===== config.mk =====
export PLATFORM = sky130hd
export DESIGN_NAME = calc_keypad_interface
export DESIGN_NICKNAME = d
export VERILOG_FILES = /design/src/rtl/calc_pkg.sv /design/src/rtl/calc_seg_decoder.sv /design/src/rtl/calc_keypad_interface.sv
export SDC_FILE = /design/constraint.sdc
export NUM_CORES = 2
export LEC_CHECK = 0
export ABC_AREA = 1
export CAP_MARGIN = 20
export CORE_AREA = 3 3 425 427
export DETAILED_ROUTE_END_ITERATION = 7
export DIE_AREA = 0 0 428 430
export DONT_BUFFER_PORTS = 1
export SKIP_LAST_GASP = 1
export SYNTH_ARGS = -nofsm -noshare
export SYNTH_HDL_FRONTEND = slang
export SYNTH_SLANG_ARGS = --single-unit
export TNS_END_PERCENT = 30

===== constraint.sdc =====
create_clock -name sys_clk -period 25.1 [get_ports sys_clk]
set_clock_uncertainty 0.05 [all_clocks]
set_input_delay 2.51 -clock sys_clk [delete_from_list [all_inputs] [get_ports sys_clk]]
set_output_delay 2.51 -clock sys_clk [all_outputs]
set_load 0.05 [all_outputs]

===== src/rtl/calc_pkg.sv =====
`default_nettype none
// ============================================================================
// Module      : calc_pkg
// Description : Shared types and constants for the calculator front end:
//               state and operator encodings, key-matrix bit indices,
//               7-segment codes and arithmetic limits.
// Revision    : 1.0 - initial release
// ============================================================================
package calc_pkg;

    localparam int MAG_W     = 27;   // operand magnitude width
    localparam int KEY_COUNT = 20;   // 4 rows x 5 columns
    localparam int DIGITS    = 8;    // 7-segment digits

    typedef enum logic [2:0] {
        ST_ENTER_A = 3'd0,
        ST_ENTER_B = 3'd1,
        ST_DIVIDE  = 3'd2,
        ST_RESULT  = 3'd3,
        ST_ERROR   = 3'd4
    } calc_state_e;

    typedef enum logic [1:0] {
        OP_ADD = 2'd0,
        OP_SUB = 2'd1,
        OP_MUL = 2'd2,
        OP_DIV = 2'd3
    } calc_op_e;

    typedef enum logic [2:0] {
        KEY_NONE  = 3'd0,
        KEY_DIGIT = 3'd1,
        KEY_OP    = 3'd2,
        KEY_SQ    = 3'd3,
        KEY_EQ    = 3'd4,
        KEY_CE    = 3'd5,
        KEY_AC    = 3'd6
    } key_kind_e;

    // Key bit index = (row-1)*5 + column, rows packed {row4,row3,row2,row1}
    localparam logic [4:0] KEY_AC_IDX    = 5'd3;   // row1[3]
    localparam logic [4:0] KEY_CE_IDX    = 5'd4;   // row1[4]
    localparam logic [4:0] KEY_MINUS_IDX = 5'd8;   // row2[3]
    localparam logic [4:0] KEY_DIV_IDX   = 5'd9;   // row2[4]
    localparam logic [4:0] KEY_PLUS_IDX  = 5'd13;  // row3[3]
    localparam logic [4:0] KEY_MUL_IDX   = 5'd14;  // row3[4]
    localparam logic [4:0] KEY_SQ_IDX    = 5'd17;  // row4[2]
    localparam logic [4:0] KEY_EQ_IDX    = 5'd19;  // row4[4]

    localparam logic [MAG_W-1:0] MAX_POS     = 27'd99_999_999;
    localparam logic [MAG_W-1:0] MAX_NEG     = 27'd9_999_999;
    localparam logic [MAG_W-1:0] ENTRY_LIMIT = 27'd10_000_000;

    // Active-low {dp,g,f,e,d,c,b,a}
    localparam logic [7:0] SEG_BLANK = 8'hFF;
    localparam logic [7:0] SEG_MINUS = 8'hBF;
    localparam logic [7:0] SEG_E     = 8'h86;
    localparam logic [7:0] SEG_ZERO  = 8'hC0;

    function automatic logic [7:0] seg_digit(input logic [3:0] d);
        case (d)
            4'd0:    return 8'hC0;
            4'd1:    return 8'hF9;
            4'd2:    return 8'hA4;
            4'd3:    return 8'hB0;
            4'd4:    return 8'h99;
            4'd5:    return 8'h92;
            4'd6:    return 8'h82;
            4'd7:    return 8'hF8;
            4'd8:    return 8'h80;
            4'd9:    return 8'h90;
            default: return SEG_BLANK;
        endcase
    endfunction

    function automatic logic [4:0] key_of_digit(input int d);
        case (d)
            0:       return 5'd15;  // row4[0]
            1:       return 5'd10;  // row3[0]
            2:       return 5'd11;
            3:       return 5'd12;
            4:       return 5'd5;   // row2[0]
            5:       return 5'd6;
            6:       return 5'd7;
            7:       return 5'd0;   // row1[0]
            8:       return 5'd1;
            default: return 5'd2;
        endcase
    endfunction

endpackage
`default_nettype wire


===== src/rtl/calc_seg_decoder.sv =====
`default_nettype none
// ============================================================================
// Module      : calc_seg_decoder
// Description : Converts a binary magnitude plus sign/error flags into eight
//               active-low 7-segment bytes. Double-dabble BCD conversion,
//               leading-zero blanking, minus sign left of the top digit,
//               'E' on the rightmost digit when in error.
// Ports       : mag_i  - binary magnitude
//               neg_i  - value is negative
//               err_i  - show error pattern
//               segs_o - segs_o[8*j +: 8] is digit j, j=0 rightmost
// Revision    : 1.0 - initial release
// ============================================================================
module calc_seg_decoder
    import calc_pkg::*;
(
    input  logic [MAG_W-1:0]    mag_i,
    input  logic                neg_i,
    input  logic                err_i,
    output logic [8*DIGITS-1:0] segs_o
);

    logic [4*DIGITS-1:0] bcd;
    int                  msd;

    // Double-dabble; any ninth digit is shifted out (only transient values
    // inside the divider can be that large).
    always_comb begin
        bcd = '0;
        for (int i = MAG_W - 1; i >= 0; i--) begin
            for (int j = 0; j < DIGITS; j++) begin
                if (bcd[4*j +: 4] > 4'd4) begin
                    bcd[4*j +: 4] = bcd[4*j +: 4] + 4'd3;
                end
            end
            bcd = {bcd[4*DIGITS-2:0], mag_i[i]};
        end
    end

    always_comb begin
        msd = 0;
        for (int j = 1; j < DIGITS; j++) begin
            if (bcd[4*j +: 4] != 4'd0) begin
                msd = j;
            end
        end
    end

    always_comb begin
        segs_o = {DIGITS{SEG_BLANK}};
        for (int j = 0; j < DIGITS; j++) begin
            if (err_i) begin
                segs_o[8*j +: 8] = (j == 0) ? SEG_E : SEG_BLANK;
            end else if (j <= msd) begin
                segs_o[8*j +: 8] = seg_digit(bcd[4*j +: 4]);
            end else if (neg_i && (j == msd + 1)) begin
                segs_o[8*j +: 8] = SEG_MINUS;
            end
        end
    end

endmodule
`default_nettype wire


===== src/rtl/calc_keypad_interface.sv =====
`default_nettype none
// ============================================================================
// Module      : calc_keypad_interface
// Description : Four-function integer calculator front end for a 4x5
//               active-low key matrix. Captures key presses, holds two
//               operands, performs + - * / and square (sequential restoring
//               divider), drives eight 7-segment digits, LEDs and a buzzer.
// Ports       : sys_clk, rst_n (synchronous, active-high)
//               input_row1..4 - key rows, 0 = pressed
//               beep          - buzzer, 1 = sound
//               ledA..ledD    - status LEDs, 1 = lit
//               seg1..seg8    - active-low digits, seg1 leftmost
// Build macro : DEBOUNCE_EN - when defined, a key fires only after its
//               synchronized level has been low DEBOUNCE_CYCLES clocks.
// Revision    : 1.0 - initial release
// ============================================================================
module calc_keypad_interface
    import calc_pkg::*;
#(
    parameter int BEEP_CYCLES     = 16,
    parameter int DEBOUNCE_CYCLES = 4
) (
    input  logic       sys_clk,
    input  logic       rst_n,
    input  logic [4:0] input_row1,
    input  logic [4:0] input_row2,
    input  logic [4:0] input_row3,
    input  logic [4:0] input_row4,
    output logic       beep,
    output logic [7:0] ledA,
    output logic [7:0] ledB,
    output logic [7:0] ledC,
    output logic [7:0] ledD,
    output logic [7:0] seg1,
    output logic [7:0] seg2,
    output logic [7:0] seg3,
    output logic [7:0] seg4,
    output logic [7:0] seg5,
    output logic [7:0] seg6,
    output logic [7:0] seg7,
    output logic [7:0] seg8
);

    localparam int BEEP_W = $clog2(BEEP_CYCLES + 1);

    // ------------------------------------------------------------------
    // Key capture
    // ------------------------------------------------------------------
    logic [KEY_COUNT-1:0] w_keys_raw;
    logic [KEY_COUNT-1:0] sync1_q;
    logic [KEY_COUNT-1:0] sync2_q;
    logic [KEY_COUNT-1:0] w_ev;

    assign w_keys_raw = {input_row4, input_row3, input_row2, input_row1};

    always_ff @(posedge sys_clk) begin
        if (rst_n) begin
            sync1_q <= '0;
            sync2_q <= '0;
        end else begin
            sync1_q <= w_keys_raw;
            sync2_q <= sync1_q;
        end
    end

`ifdef DEBOUNCE_EN
    localparam int DB_W = $clog2(DEBOUNCE_CYCLES + 1);

    // A key must be seen released before it can fire, so the all-zero
    // synchronizer state after reset never looks like a press.
    for (genvar k = 0; k < KEY_COUNT; k++) begin : g_debounce
        logic [DB_W-1:0] cnt_q;
        logic            armed_q;

        always_ff @(posedge sys_clk) begin
            if (rst_n) begin
                cnt_q   <= '0;
                armed_q <= 1'b0;
            end else if (sync2_q[k]) begin
                cnt_q   <= '0;
                armed_q <= 1'b1;
            end else if (armed_q) begin
                if (w_ev[k]) begin
                    armed_q <= 1'b0;
                end
                cnt_q <= cnt_q + 1'b1;
            end
        end

        assign w_ev[k] = armed_q && !sync2_q[k]
                         && (cnt_q == DB_W'(DEBOUNCE_CYCLES - 1));
    end

    logic w_unused_bits;
    assign w_unused_bits = ^{w_ev[16], w_ev[18]};
`else
    logic [KEY_COUNT-1:0] prev_q;

    always_ff @(posedge sys_clk) begin
        if (rst_n) begin
            prev_q <= '0;
        end else begin
            prev_q <= sync2_q;
        end
    end

    assign w_ev = prev_q & ~sync2_q;

    // Row4 bits 1 and 3 have no function; DEBOUNCE_CYCLES only matters in
    // the debounced build.
    logic w_unused_bits;
    assign w_unused_bits = ^{w_ev[16], w_ev[18], DEBOUNCE_CYCLES};
`endif

    // ------------------------------------------------------------------
    // Single-event priority select
    // ------------------------------------------------------------------
    key_kind_e  w_kind;
    calc_op_e   w_op;
    logic [3:0] w_digit;
    logic       w_dig_hit;

    always_comb begin
        w_digit   = 4'd0;
        w_dig_hit = 1'b0;
        // Scan downwards so the lowest pressed digit wins
        for (int d = 9; d >= 0; d--) begin
            if (w_ev[key_of_digit(d)]) begin
                w_digit   = 4'(d);
                w_dig_hit = 1'b1;
            end
        end

        w_op   = OP_ADD;
        w_kind = KEY_NONE;
        if (w_ev[KEY_AC_IDX])         w_kind = KEY_AC;
        else if (w_ev[KEY_CE_IDX])    w_kind = KEY_CE;
        else if (w_ev[KEY_EQ_IDX])    w_kind = KEY_EQ;
        else if (w_ev[KEY_SQ_IDX])    w_kind = KEY_SQ;
        else if (w_ev[KEY_PLUS_IDX])  begin w_kind = KEY_OP; w_op = OP_ADD; end
        else if (w_ev[KEY_MINUS_IDX]) begin w_kind = KEY_OP; w_op = OP_SUB; end
        else if (w_ev[KEY_MUL_IDX])   begin w_kind = KEY_OP; w_op = OP_MUL; end
        else if (w_ev[KEY_DIV_IDX])   begin w_kind = KEY_OP; w_op = OP_DIV; end
        else if (w_dig_hit)           w_kind = KEY_DIGIT;
    end

    // ------------------------------------------------------------------
    // Calculator state
    // ------------------------------------------------------------------
    calc_state_e       state_q;
    calc_op_e          op_q;
    logic [MAG_W-1:0]  regA_q;
    logic [MAG_W-1:0]  regB_q;
    logic              sign_q;
    logic              entered_q;
    logic [MAG_W-1:0]  rem_q;
    logic [4:0]        div_cnt_q;
    logic [BEEP_W-1:0] beep_cnt_q;

    // Signed (sign,regA) op (+,regB)
    logic [MAG_W:0]     w_sum;
    logic [MAG_W-1:0]   w_diff;
    logic [2*MAG_W-1:0] w_prod;
    logic [2*MAG_W-1:0] w_res_mag;
    logic               w_res_neg;
    logic               w_res_ovf;

    always_comb begin
        w_sum     = {1'b0, regA_q} + {1'b0, regB_q};
        w_diff    = (regA_q >= regB_q) ? (regA_q - regB_q) : (regB_q - regA_q);
        w_prod    = {{MAG_W{1'b0}}, regA_q} * {{MAG_W{1'b0}}, regB_q};
        w_res_mag = '0;
        w_res_neg = 1'b0;
        case (op_q)
            OP_ADD: begin
                if (!sign_q) begin
                    w_res_mag = {{(MAG_W-1){1'b0}}, w_sum};
                end else begin
                    w_res_mag = {{MAG_W{1'b0}}, w_diff};
                    w_res_neg = (regA_q > regB_q);
                end
            end
            OP_SUB: begin
                if (!sign_q) begin
                    w_res_mag = {{MAG_W{1'b0}}, w_diff};
                    w_res_neg = (regB_q > regA_q);
                end else begin
                    w_res_mag = {{(MAG_W-1){1'b0}}, w_sum};
                    w_res_neg = (w_sum != '0);
                end
            end
            OP_MUL: begin
                w_res_mag = w_prod;
                w_res_neg = sign_q && (w_prod != '0);
            end
            default: ;
        endcase
        w_res_ovf = w_res_neg ? (w_res_mag > {{MAG_W{1'b0}}, MAX_NEG})
                              : (w_res_mag > {{MAG_W{1'b0}}, MAX_POS});
    end

    // Square and digit entry act on the operand being edited
    logic [MAG_W-1:0]   w_cur;
    logic [2*MAG_W-1:0] w_sq;
    logic               w_sq_ovf;
    logic               w_cur_ok;
    logic [MAG_W-1:0]   w_cur_next;

    assign w_cur      = (state_q == ST_ENTER_B) ? regB_q : regA_q;
    assign w_sq       = {{MAG_W{1'b0}}, w_cur} * {{MAG_W{1'b0}}, w_cur};
    assign w_sq_ovf   = (w_sq > {{MAG_W{1'b0}}, MAX_POS});
    assign w_cur_ok   = (w_cur < ENTRY_LIMIT);
    assign w_cur_next = (w_cur * 27'd10) + {23'd0, w_digit};

    // Restoring divider step: regA shifts out dividend bits and collects
    // quotient bits; rem_q < regB always, so 27 bits suffice.
    logic [MAG_W:0]   w_rem_shift;
    logic             w_rem_ge;
    logic [MAG_W-1:0] w_rem_next;
    logic [MAG_W-1:0] w_quot;

    assign w_rem_shift = {rem_q, regA_q[MAG_W-1]};
    assign w_rem_ge    = (w_rem_shift >= {1'b0, regB_q});
    assign w_rem_next  = w_rem_ge ? (w_rem_shift[MAG_W-1:0] - regB_q)
                                  : w_rem_shift[MAG_W-1:0];
    assign w_quot      = {regA_q[MAG_W-2:0], w_rem_ge};

    always_ff @(posedge sys_clk) begin
        if (rst_n) begin
            state_q    <= ST_ENTER_A;
            op_q       <= OP_ADD;
            regA_q     <= '0;
            regB_q     <= '0;
            sign_q     <= 1'b0;
            entered_q  <= 1'b0;
            rem_q      <= '0;
            div_cnt_q  <= '0;
            beep_cnt_q <= '0;
        end else begin
            if (w_kind != KEY_NONE) begin
                beep_cnt_q <= BEEP_W'(BEEP_CYCLES);
            end else if (beep_cnt_q != '0) begin
                beep_cnt_q <= beep_cnt_q - 1'b1;
            end

            if (w_kind == KEY_AC) begin
                state_q   <= ST_ENTER_A;
                op_q      <= OP_ADD;
                regA_q    <= '0;
                regB_q    <= '0;
                sign_q    <= 1'b0;
                entered_q <= 1'b0;
                rem_q     <= '0;
                div_cnt_q <= '0;
            end else begin
                case (state_q)
                    ST_DIVIDE: begin
                        rem_q     <= w_rem_next;
                        regA_q    <= w_quot;
                        div_cnt_q <= div_cnt_q + 5'd1;
                        if (div_cnt_q == 5'(MAG_W - 1)) begin
                            sign_q  <= sign_q && (w_quot != '0);
                            state_q <= ((sign_q && w_quot > MAX_NEG) || w_quot > MAX_POS)
                                       ? ST_ERROR : ST_RESULT;
                        end
                    end
                    ST_ERROR: ;
                    default: begin
                        case (w_kind)
                            KEY_DIGIT: begin
                                if (state_q == ST_RESULT) begin
                                    regA_q  <= {23'd0, w_digit};
                                    sign_q  <= 1'b0;
                                    state_q <= ST_ENTER_A;
                                end else if (w_cur_ok) begin
                                    if (state_q == ST_ENTER_B) begin
                                        regB_q    <= w_cur_next;
                                        entered_q <= 1'b1;
                                    end else begin
                                        regA_q <= w_cur_next;
                                    end
                                end
                            end
                            KEY_OP: begin
                                op_q <= w_op;
                                if (state_q != ST_ENTER_B) begin
                                    regB_q    <= '0;
                                    entered_q <= 1'b0;
                                    state_q   <= ST_ENTER_B;
                                end
                            end
                            KEY_EQ: begin
                                if (state_q == ST_ENTER_B) begin
                                    if (op_q == OP_DIV) begin
                                        rem_q     <= '0;
                                        div_cnt_q <= '0;
                                        state_q   <= (regB_q == '0) ? ST_ERROR : ST_DIVIDE;
                                    end else if (w_res_ovf) begin
                                        state_q <= ST_ERROR;
                                    end else begin
                                        regA_q  <= w_res_mag[MAG_W-1:0];
                                        sign_q  <= w_res_neg;
                                        state_q <= ST_RESULT;
                                    end
                                end
                            end
                            KEY_SQ: begin
                                if (w_sq_ovf) begin
                                    state_q <= ST_ERROR;
                                end else if (state_q == ST_ENTER_B) begin
                                    regB_q <= w_sq[MAG_W-1:0];
                                end else begin
                                    regA_q <= w_sq[MAG_W-1:0];
                                    sign_q <= 1'b0;
                                end
                            end
                            KEY_CE: begin
                                if (state_q == ST_ENTER_B) begin
                                    regB_q    <= '0;
                                    entered_q <= 1'b0;
                                end else begin
                                    regA_q <= '0;
                                    sign_q <= 1'b0;
                                end
                            end
                            default: ;
                        endcase
                    end
                endcase
            end
        end
    end

    assign beep = (beep_cnt_q != '0);

    // ------------------------------------------------------------------
    // Display and LEDs (registered)
    // ------------------------------------------------------------------
    logic                w_show_b;
    logic [MAG_W-1:0]    w_disp_mag;
    logic                w_disp_neg;
    logic                w_err;
    logic [8*DIGITS-1:0] w_segs;
    logic [3:0]          w_op_onehot;

    assign w_show_b   = (state_q == ST_ENTER_B) && entered_q;
    assign w_disp_mag = w_show_b ? regB_q : regA_q;
    assign w_disp_neg = !w_show_b && sign_q;
    assign w_err      = (state_q == ST_ERROR);

    calc_seg_decoder u_seg_decoder (
        .mag_i  (w_disp_mag),
        .neg_i  (w_disp_neg),
        .err_i  (w_err),
        .segs_o (w_segs)
    );

    always_comb begin
        w_op_onehot = 4'b0000;
        if (state_q == ST_ENTER_B) begin
            case (op_q)
                OP_ADD:  w_op_onehot = 4'b0001;
                OP_SUB:  w_op_onehot = 4'b0010;
                OP_MUL:  w_op_onehot = 4'b0100;
                default: w_op_onehot = 4'b1000;
            endcase
        end
    end

    logic [8*DIGITS-1:0] seg_q;
    logic [7:0]          led_a_q;
    logic [7:0]          led_b_q;
    logic [7:0]          led_c_q;
    logic [7:0]          led_d_q;

    always_ff @(posedge sys_clk) begin
        if (rst_n) begin
            seg_q   <= {{(DIGITS-1){SEG_BLANK}}, SEG_ZERO};
            led_a_q <= '0;
            led_b_q <= '0;
            led_c_q <= '0;
            led_d_q <= '0;
        end else begin
            seg_q   <= w_segs;
            led_a_q <= {4'b0000, w_op_onehot};
            led_b_q <= {5'b00000, (state_q == ST_DIVIDE), sign_q, w_err};
            led_c_q <= regA_q[7:0];
            led_d_q <= regB_q[7:0];
        end
    end

    assign {seg1, seg2, seg3, seg4, seg5, seg6, seg7, seg8} = seg_q;
    assign ledA = led_a_q;
    assign ledB = led_b_q;
    assign ledC = led_c_q;
    assign ledD = led_d_q;

endmodule
`default_nettype wire


Word level (Yosys, flattened, before mapping)
Memory sizes are Yosys's and may differ from the RTL's.
Index checks and enable logic that the tools add are counted.
{"block": "op_classes", "addsub": 116, "n_mul": 3, "n_lt_le_gt_ge": 126, "eq_ne": 41, "muxes": 236, "bitwise": 5, "n_reduce_logical": 50}
{"cell": "27-bit two-way mux", "count": 23}
{"cell": "4-bit two-way mux", "count": 115}
{"cell": "4-bit by 3-bit greater-than comparator with 1-bit output, second input constant", "count": 100}
{"cell": "4-bit by 2-bit adder with 4-bit output, second input constant", "count": 98}
{"cell": "27-bit one-hot mux with 4 select lines", "count": 2}
{"cell": "54-bit one-hot mux with 3 select lines", "count": 1}
{"cell": "4-bit by 32-bit equality test with 1-bit output, first input constant", "count": 4}
{"cell": "54-bit by 27-bit greater-than comparator with 1-bit output, second input constant", "count": 2}
{"cell": "27-bit by 27-bit multiplier with 54-bit output", "count": 2}
{"cell": "27-bit one-hot mux with 2 select lines", "count": 2}
{"cell": "27-bit subtractor", "count": 3}
{"cell": "3-bit by 32-bit equality test with 1-bit output, first input constant", "count": 2}
{"cell": "8-bit two-way mux", "count": 8}
{"cell": "7-bit two-way mux", "count": 9}
{"cell": "3-bit two-way mux", "count": 19}
{"cell": "28-bit two-way mux", "count": 2}
{"cell": "27-bit greater-than comparator", "count": 2}
{"cell": "54-bit by 24-bit greater-than comparator with 1-bit output, second input constant", "count": 1}
{"cell": "54-bit nonzero test", "count": 1}
{"cell": "2-bit by 32-bit equality test with 1-bit output, first input constant", "count": 1}
{"cell": "32-bit zero test", "count": 1}
{"cell": "4-bit nonzero test", "count": 8}
{"cell": "2-bit two-way mux", "count": 15}
{"cell": "27-bit by 27-bit adder with 28-bit output", "count": 1}
{"cell": "other kinds (55)", "count": 155}
{"block": "word_totals", "reg_bits": 254, "romBits": 896, "elab_cells": 606, "memories": 8}
{"memory": "(no name shown)", "words": 16, "word_bits": 7, "read_ports": 1, "rd_clocked_by_memory_dff": 0, "wr": 0, "line_no": "calc_pkg.sv:61", "text": "case (d)"}
{"memory": "(no name shown)", "words": 16, "word_bits": 7, "read_ports": 1, "rd_clocked_by_memory_dff": 0, "wr": 0, "line_no": "calc_pkg.sv:61"}
{"memory": "(no name shown)", "words": 16, "word_bits": 7, "read_ports": 1, "rd_clocked_by_memory_dff": 0, "wr": 0, "line_no": "calc_pkg.sv:61"}
{"memory": "(no name shown)", "words": 16, "word_bits": 7, "read_ports": 1, "rd_clocked_by_memory_dff": 0, "wr": 0, "line_no": "calc_pkg.sv:61"}
{"memory": "(no name shown)", "words": 16, "word_bits": 7, "read_ports": 1, "rd_clocked_by_memory_dff": 0, "wr": 0, "line_no": "calc_pkg.sv:61"}
{"memory": "(no name shown)", "words": 16, "word_bits": 7, "read_ports": 1, "rd_clocked_by_memory_dff": 0, "wr": 0, "line_no": "calc_pkg.sv:61"}
{"memory": "+2 memories"}

Longest topological paths before layout
{"block": "depth", "depth_word": 65, "mapped_depth": 158, "depth_no_buf": 158}

By module
From an unflattened synthesis, not the netlist that was laid out.
{"block": "unflattened", "cells_unflattened": 11688, "hier_area_um2": 79655.1}
{"module": "calc_keypad_interface", "instances": 1, "cells_each": 9177, "area_per_inst_um2": 66379.9, "seq_area_each_um2": 4784.6}
{"module": "calc_seg_decoder", "instances": 1, "cells_each": 2511, "area_per_inst_um2": 13275.2, "seq_area_each_um2": 0.0}

Worst setup path before layout
Ideal clock, no wire load.
{"block": "synth_path", "path_type": "reg-to-reg", "startpoint": "register state_q[2]", "endpoint": "register seg_q[22]", "arrival_time_ps": 15761, "required_time_ps": 24937, "path_slack_ps": 9176, "stages_incl_launch_ff": 148, "n_path_buf": 0, "path_cell_list": "dfxtp_1 -> inv_2 -> nand4_4 -> nand2_2 -> nand2_1 -> nor2_1 -> inv_1 -> ha_1 -> or2_2 -> nand2_4 -> nand3_1 -> nand2_1 -> nand3_1 -> nand2_1 -> inv_2 -> ha_1 -> inv_1 -> nand3_2 -> [112 not listed] -> nand3_1 -> nand2_1 -> xor2_1 -> ha_1 -> inv_1 -> nor2_2 -> nand2_1 -> nand2_1 -> nand2_1 -> nand2_1 -> nand2_2 -> nand2_2 -> inv_1 -> ha_1 -> nor4_1 -> nand2_1 -> nor2_1 -> nor2_1"}
{"block": "synth_between", "elab_chain_len": 64, "word_cells_on_any_way": 352, "cone_classes": "109 x add/sub; 109 x order compare; 3 x eq/ne; 118 x mux; 12 x reduce/logical; 1 x memory"}
{"item": "from (decl)", "line_no": "calc_keypad_interface.sv:150", "text": "calc_state_e state_q;"}
{"item": "from (signal assigned)", "line_no": "calc_keypad_interface.sv:263", "text": "state_q <= ((sign_q && w_quot > MAX_NEG) || w_quot > MAX_POS)"}
{"item": "from (signal assigned)", "line_no": "calc_keypad_interface.sv:297", "text": "state_q <= (regB_q == '0) ? ST_ERROR : ST_DIVIDE;"}
{"item": "3-bit by 1-bit equality test with 1-bit output", "line_no": "calc_keypad_interface.sv:346", "text": "assign w_show_b = (state_q == ST_ENTER_B) && entered_q;"}
{"item": "1-bit logical AND", "line_no": "calc_keypad_interface.sv:346"}
{"item": "27-bit two-way mux", "line_no": "calc_keypad_interface.sv:347", "text": "assign w_disp_mag = w_show_b ? regB_q : regA_q;"}
{"item": "3-bit by 2-bit adder with 4-bit output or 3-bit greater-than comparator (tied branches)", "line_no": "calc_seg_decoder.sv:33, calc_seg_decoder.sv:32"}
{"item": "4-bit two-way mux", "line_no": "calc_seg_decoder.sv:32", "text": "if (bcd[4*j +: 4] > 4'd4) begin"}
{"item": "4-bit by 2-bit adder with 4-bit output or 4-bit by 3-bit greater-than comparator with 1-bit output (tied branches)", "line_no": "calc_seg_decoder.sv:33, calc_seg_decoder.sv:32"}
{"item": "4-bit two-way mux", "line_no": "calc_seg_decoder.sv:32"}
{"item": "4-bit by 2-bit adder with 4-bit output or 4-bit by 3-bit greater-than comparator with 1-bit output (tied branches)", "line_no": "calc_seg_decoder.sv:33, calc_seg_decoder.sv:32"}
{"item": "[44 not listed]"}
{"item": "1-bit two-way mux", "line_no": "calc_seg_decoder.sv:43", "text": "if (bcd[4*j +: 4] != 4'd0) begin"}
{"item": "2-bit two-way mux (2 in a row)", "line_no": "calc_seg_decoder.sv:43"}
{"item": "3-bit two-way mux (4 in a row)", "line_no": "calc_seg_decoder.sv:43"}
{"item": "3-bit by 1-bit adder with 4-bit output", "line_no": "calc_seg_decoder.sv:56", "text": "end else if (neg_i && (j == msd + 1)) begin"}
{"item": "3-bit by 32-bit equality test with 1-bit output", "line_no": "calc_seg_decoder.sv:56"}
{"item": "1-bit logical AND", "line_no": "calc_seg_decoder.sv:56"}
{"item": "7-bit two-way mux", "line_no": "calc_seg_decoder.sv:56"}
{"item": "8-bit two-way mux", "line_no": "calc_seg_decoder.sv:54", "text": "end else if (j <= msd) begin"}
{"item": "to (signal assigned)", "line_no": "calc_keypad_interface.sv:378", "text": "seg_q <= {{(DIGITS-1){SEG_BLANK}}, SEG_ZERO};"}
{"item": "to (signal assigned)", "line_no": "calc_keypad_interface.sv:384", "text": "seg_q <= w_segs;"}
{"item": "to (decl)", "line_no": "calc_keypad_interface.sv:370", "text": "logic [8*DIGITS-1:0] seg_q;"}
Parallel ways exist; a longest one is shown, timed or not.
A chain may end at the register's enable or synchronous reset.

Worst setup path after layout
Ends and elaborated chain as after synthesis.

==> impl_results.md <==
* Commonest cells post-synth: sky130_fd_sc_hd__inv_1 (2115), sky130_fd_sc_hd__nand2_1 (2084), sky130_fd_sc_hd__fa_1 (1182)
* Synth area leader: sky130_fd_sc_hd__fa_1
* Clock tree from TritonCTS: built
* Signed area change from the synthesized netlist to the final layout at 5.070%
* Netlist area before placement at 0.07075 mm2
* Most area-consuming cells after synthesis: sky130_fd_sc_hd__fa_1 (33%), sky130_fd_sc_hd__ha_1 (12%), sky130_fd_sc_hd__inv_1 (11%)
* Initial cell density of the core at approximately 40%
* Cell at the root of the clock tree: sky130_fd_sc_hd__clkbuf_16
* Total of hold buffers inserted after clock tree synthesis at 0
* First-pass GRT wire length at 337900 um
* Cts bufs inserted at 30
* Via count of the first global-routing pass at 62210
* Number of synthesized flops with an enable pin at 0
* Avg Cell Area, Syn at between 7 and 8 um2
* Die Area at 0.1840 mm2
* Share of cells above drive strength 1 at 6.866%
* Multi-input logic area at 0.05651 mm2
* Final-stage net count at 11260
* Non-filler instance count after layout at ~12000
* Critical-path top delay cell: sky130_fd_sc_hd__dfxtp_1
* Worst EP required at 25520 ps
* Core area at 0.1765 mm2
* Setup violation total in the final timing report at 0
* Total area of sequential cells at 0.004626 mm2
* Total number of placement rows at 154
* Ratio of final minimum period to clock period at 74.84%
* Total Negative Setup Slacks at 0 ps
* Detailed Route Iter0 Violations at a little under 4000
* Dominant cell type by count on the critical path: sky130_fd_sc_hd__nand2_1
* Chip height at 430 um
* Pins over their slew limit at 0
* DP HPWL at 169100 um
* Worst slack on hold paths at between 300 and 400 ps
* Endpoint type of the worst setup path: flip-flop
* Part of the Yosys area used for sequential elements at about 6.5%
* Type of the worst min-delay path: flip-flop to flip-flop
* RSZ-0062 raised after global routing: no
* Final hold violations at 0
* Maximum clock insertion buffer count at 3
* H-Tree Level Count at 1
* Antenna violations before repair at 2
* Post-CTS setup buffer count at 0
* Number of antenna cells inserted at 0
* Routed via count at 60880
* Number of flip-flops and latches in the synthesized netlist at 231
* Ys async rst share at 0%
* Max Fanout on Critical Path at 28
* Min Tclk post-route at 18780 ps
* Clock insertion delay at the later pin of the skew report at 620 ps
* Slew at the pin closest to its max-slew limit at roughly 1100 ps
* Worst slew slack as a fraction of its limit at 23.62%
* CTS clock-pin slew for the worst setup and hold paths at 60 ps
* Number of distinct library cell variants in the gate-level netlist after synthesis at 86
* Status: finished, final reports clean
* Number of instances in the placed design at about 12000
* Synth Warn # at 0
* Number of remaining DRC errors at 0
* Count of maximum capacitance violations at 0
* Overflow left after global routing at 0
* Layout filler cell count at about 18000
* Area fraction of the dominant cell type after synthesis at 33.44%
* Chip width at 428 um
* Design Area, Final at 0.07434 mm2
* Overall routed net length at between 200000 and 250000 um
* I/O Pins at about 120
* Arrival time reported for the critical path endpoint at 19210 ps
* DR vias/cell at 5.175
* Quantity of I/O buffers inserted on ports at 0
* Maximum single-stage delay on the critical path at 510 ps
* Cts repair resizes at 0
* Library cell with the highest instance count after synthesis: sky130_fd_sc_hd__inv_1
* Routed Antenna Nets at 0
* Startpoint-to-endpoint class of the critical path: flip-flop to flip-flop
* Crit path launch type: flip-flop
* Largest net degree at the start of global routing at ~80
* Clock Sinks at 231
* Achievable Freq at about 0.053 GHz
* Number of instances in the synthesized netlist at 9567
* Area of placed instances at 0.07324 mm2
* Post-synth top flop: sky130_fd_sc_hd__dfxtp_1
* Routed length per placed instance at between 15 and 20 um
* GPL Wtd Cong at 0.9549
* Overall routing resource usage at 22.69%
* Detailed-router iteration count before antenna repair at 6
-- final timing paths --
path              slack [ps]  cells past startpoint  startpoint         end
setup / recovery        6320                    147  state_q[2]   seg_q[22]
hold / removal           360                      2  sync1_q[4]  sync2_q[4]
setup reg to reg        6320                    147  state_q[2]   seg_q[22]
hold reg to reg          360                      2  sync1_q[4]  sync2_q[4]
-- state kept, by name, indices dropped and copies added (netlist names) --
register and count:
beep_cnt_q 5, div_cnt_q 5, entered_q 1, ledA 4
ledB 3, ledC 8, ledD 8, op_q 2
prev_q 18, regA_q 27, regB_q 27, rem_q 27
seg_q 56, sign_q 1, state_q 3, sync1_q 18
sync2_q 18
-- critical path, delay by kind of cell (launching register included) --
family	cells	cell delay (ps)
simple gates	93	10240
buf+inv	28	2240
compound gates	5	730
flops	1	510
fa+ha+maj	18	3870
xor+xnor	3	930
-- cells in the final DEF, fill, tap and decap left out, types with 42 or more instances in the layout --
cell | netlist | routed
sky130_fd_sc_hd__ha_1 | 656 | 656
sky130_fd_sc_hd__o211ai_1 | 48 | 48
sky130_fd_sc_hd__a21oi_1 | 376 | 376
sky130_fd_sc_hd__nand2_4 | 50 | 50
sky130_fd_sc_hd__buf_4 | 18 | 110
sky130_fd_sc_hd__nand4_1 | 79 | 79
sky130_fd_sc_hd__xor2_1 | 159 | 159
sky130_fd_sc_hd__nand2_2 | 202 | 202
sky130_fd_sc_hd__fa_1 | 1182 | 1182
sky130_fd_sc_hd__o21ai_1 | 76 | 76
sky130_fd_sc_hd__nand3_1 | 422 | 421
sky130_fd_sc_hd__dfxtp_1 | 231 | 230
sky130_fd_sc_hd__nor3_1 | 42 | 42
sky130_fd_sc_hd__o21ai_0 | 280 | 279
sky130_fd_sc_hd__nand2_1 | 2084 | 2084
sky130_fd_sc_hd__nand3_2 | 55 | 56
sky130_fd_sc_hd__xnor2_1 | 68 | 68
sky130_fd_sc_hd__nor2_1 | 622 | 619
sky130_fd_sc_hd__inv_1 | 2115 | 2114
sky130_fd_sc_hd__inv_2 | 71 | 71
-- layout make-up --
type	count	share of cell area, %
Tap cell	2340	3.938
Multi-Input combinational cell	6806	76.02
Clock inverter	14	0.3030
Clock buffer	42	1.165
Timing Repair Buffer	111	1.126
Inverter	2219	11.23
Sequential cell	231	6.222
-- metrics by stage --
stage	setup WS, ps	util [%]
after CTS	6427	42.11
after global placement	7102	41.49
after detailed placement	6521	41.49
final	6316	42.12
after floorplan	9176	-
after global routing	4292	42.12
-- cell families after synthesis --
family / count (synthesis) / synth area share (%)
AND/OR/NAND/NOR: 3667 / 22.93
buffers and inverters: 2545 / 13.72
adder cells (fa/ha/maj): 1838 / 45.04
AO/OA/AOI/OAI: 1047 / 8.766
flip-flops: 231 / 6.536
XOR/XNOR: 230 / 2.895
multiplexers: 7 / 0.1008
other: 2 / 0.01061
-- per-layer routing --
metal  share of wire, %  up-vias  GRT usage (%)
li1                   -    28730              -
met1                 42    29970          29.30
met2                 48     1785          39.40
met3                5.7      387          2.531
met4                4.1        2          7.795
met5             0.0063        -              0
Power is not shown: default switching activity piles up to over one toggle a cycle in this logic, so the estimate is an artifact.
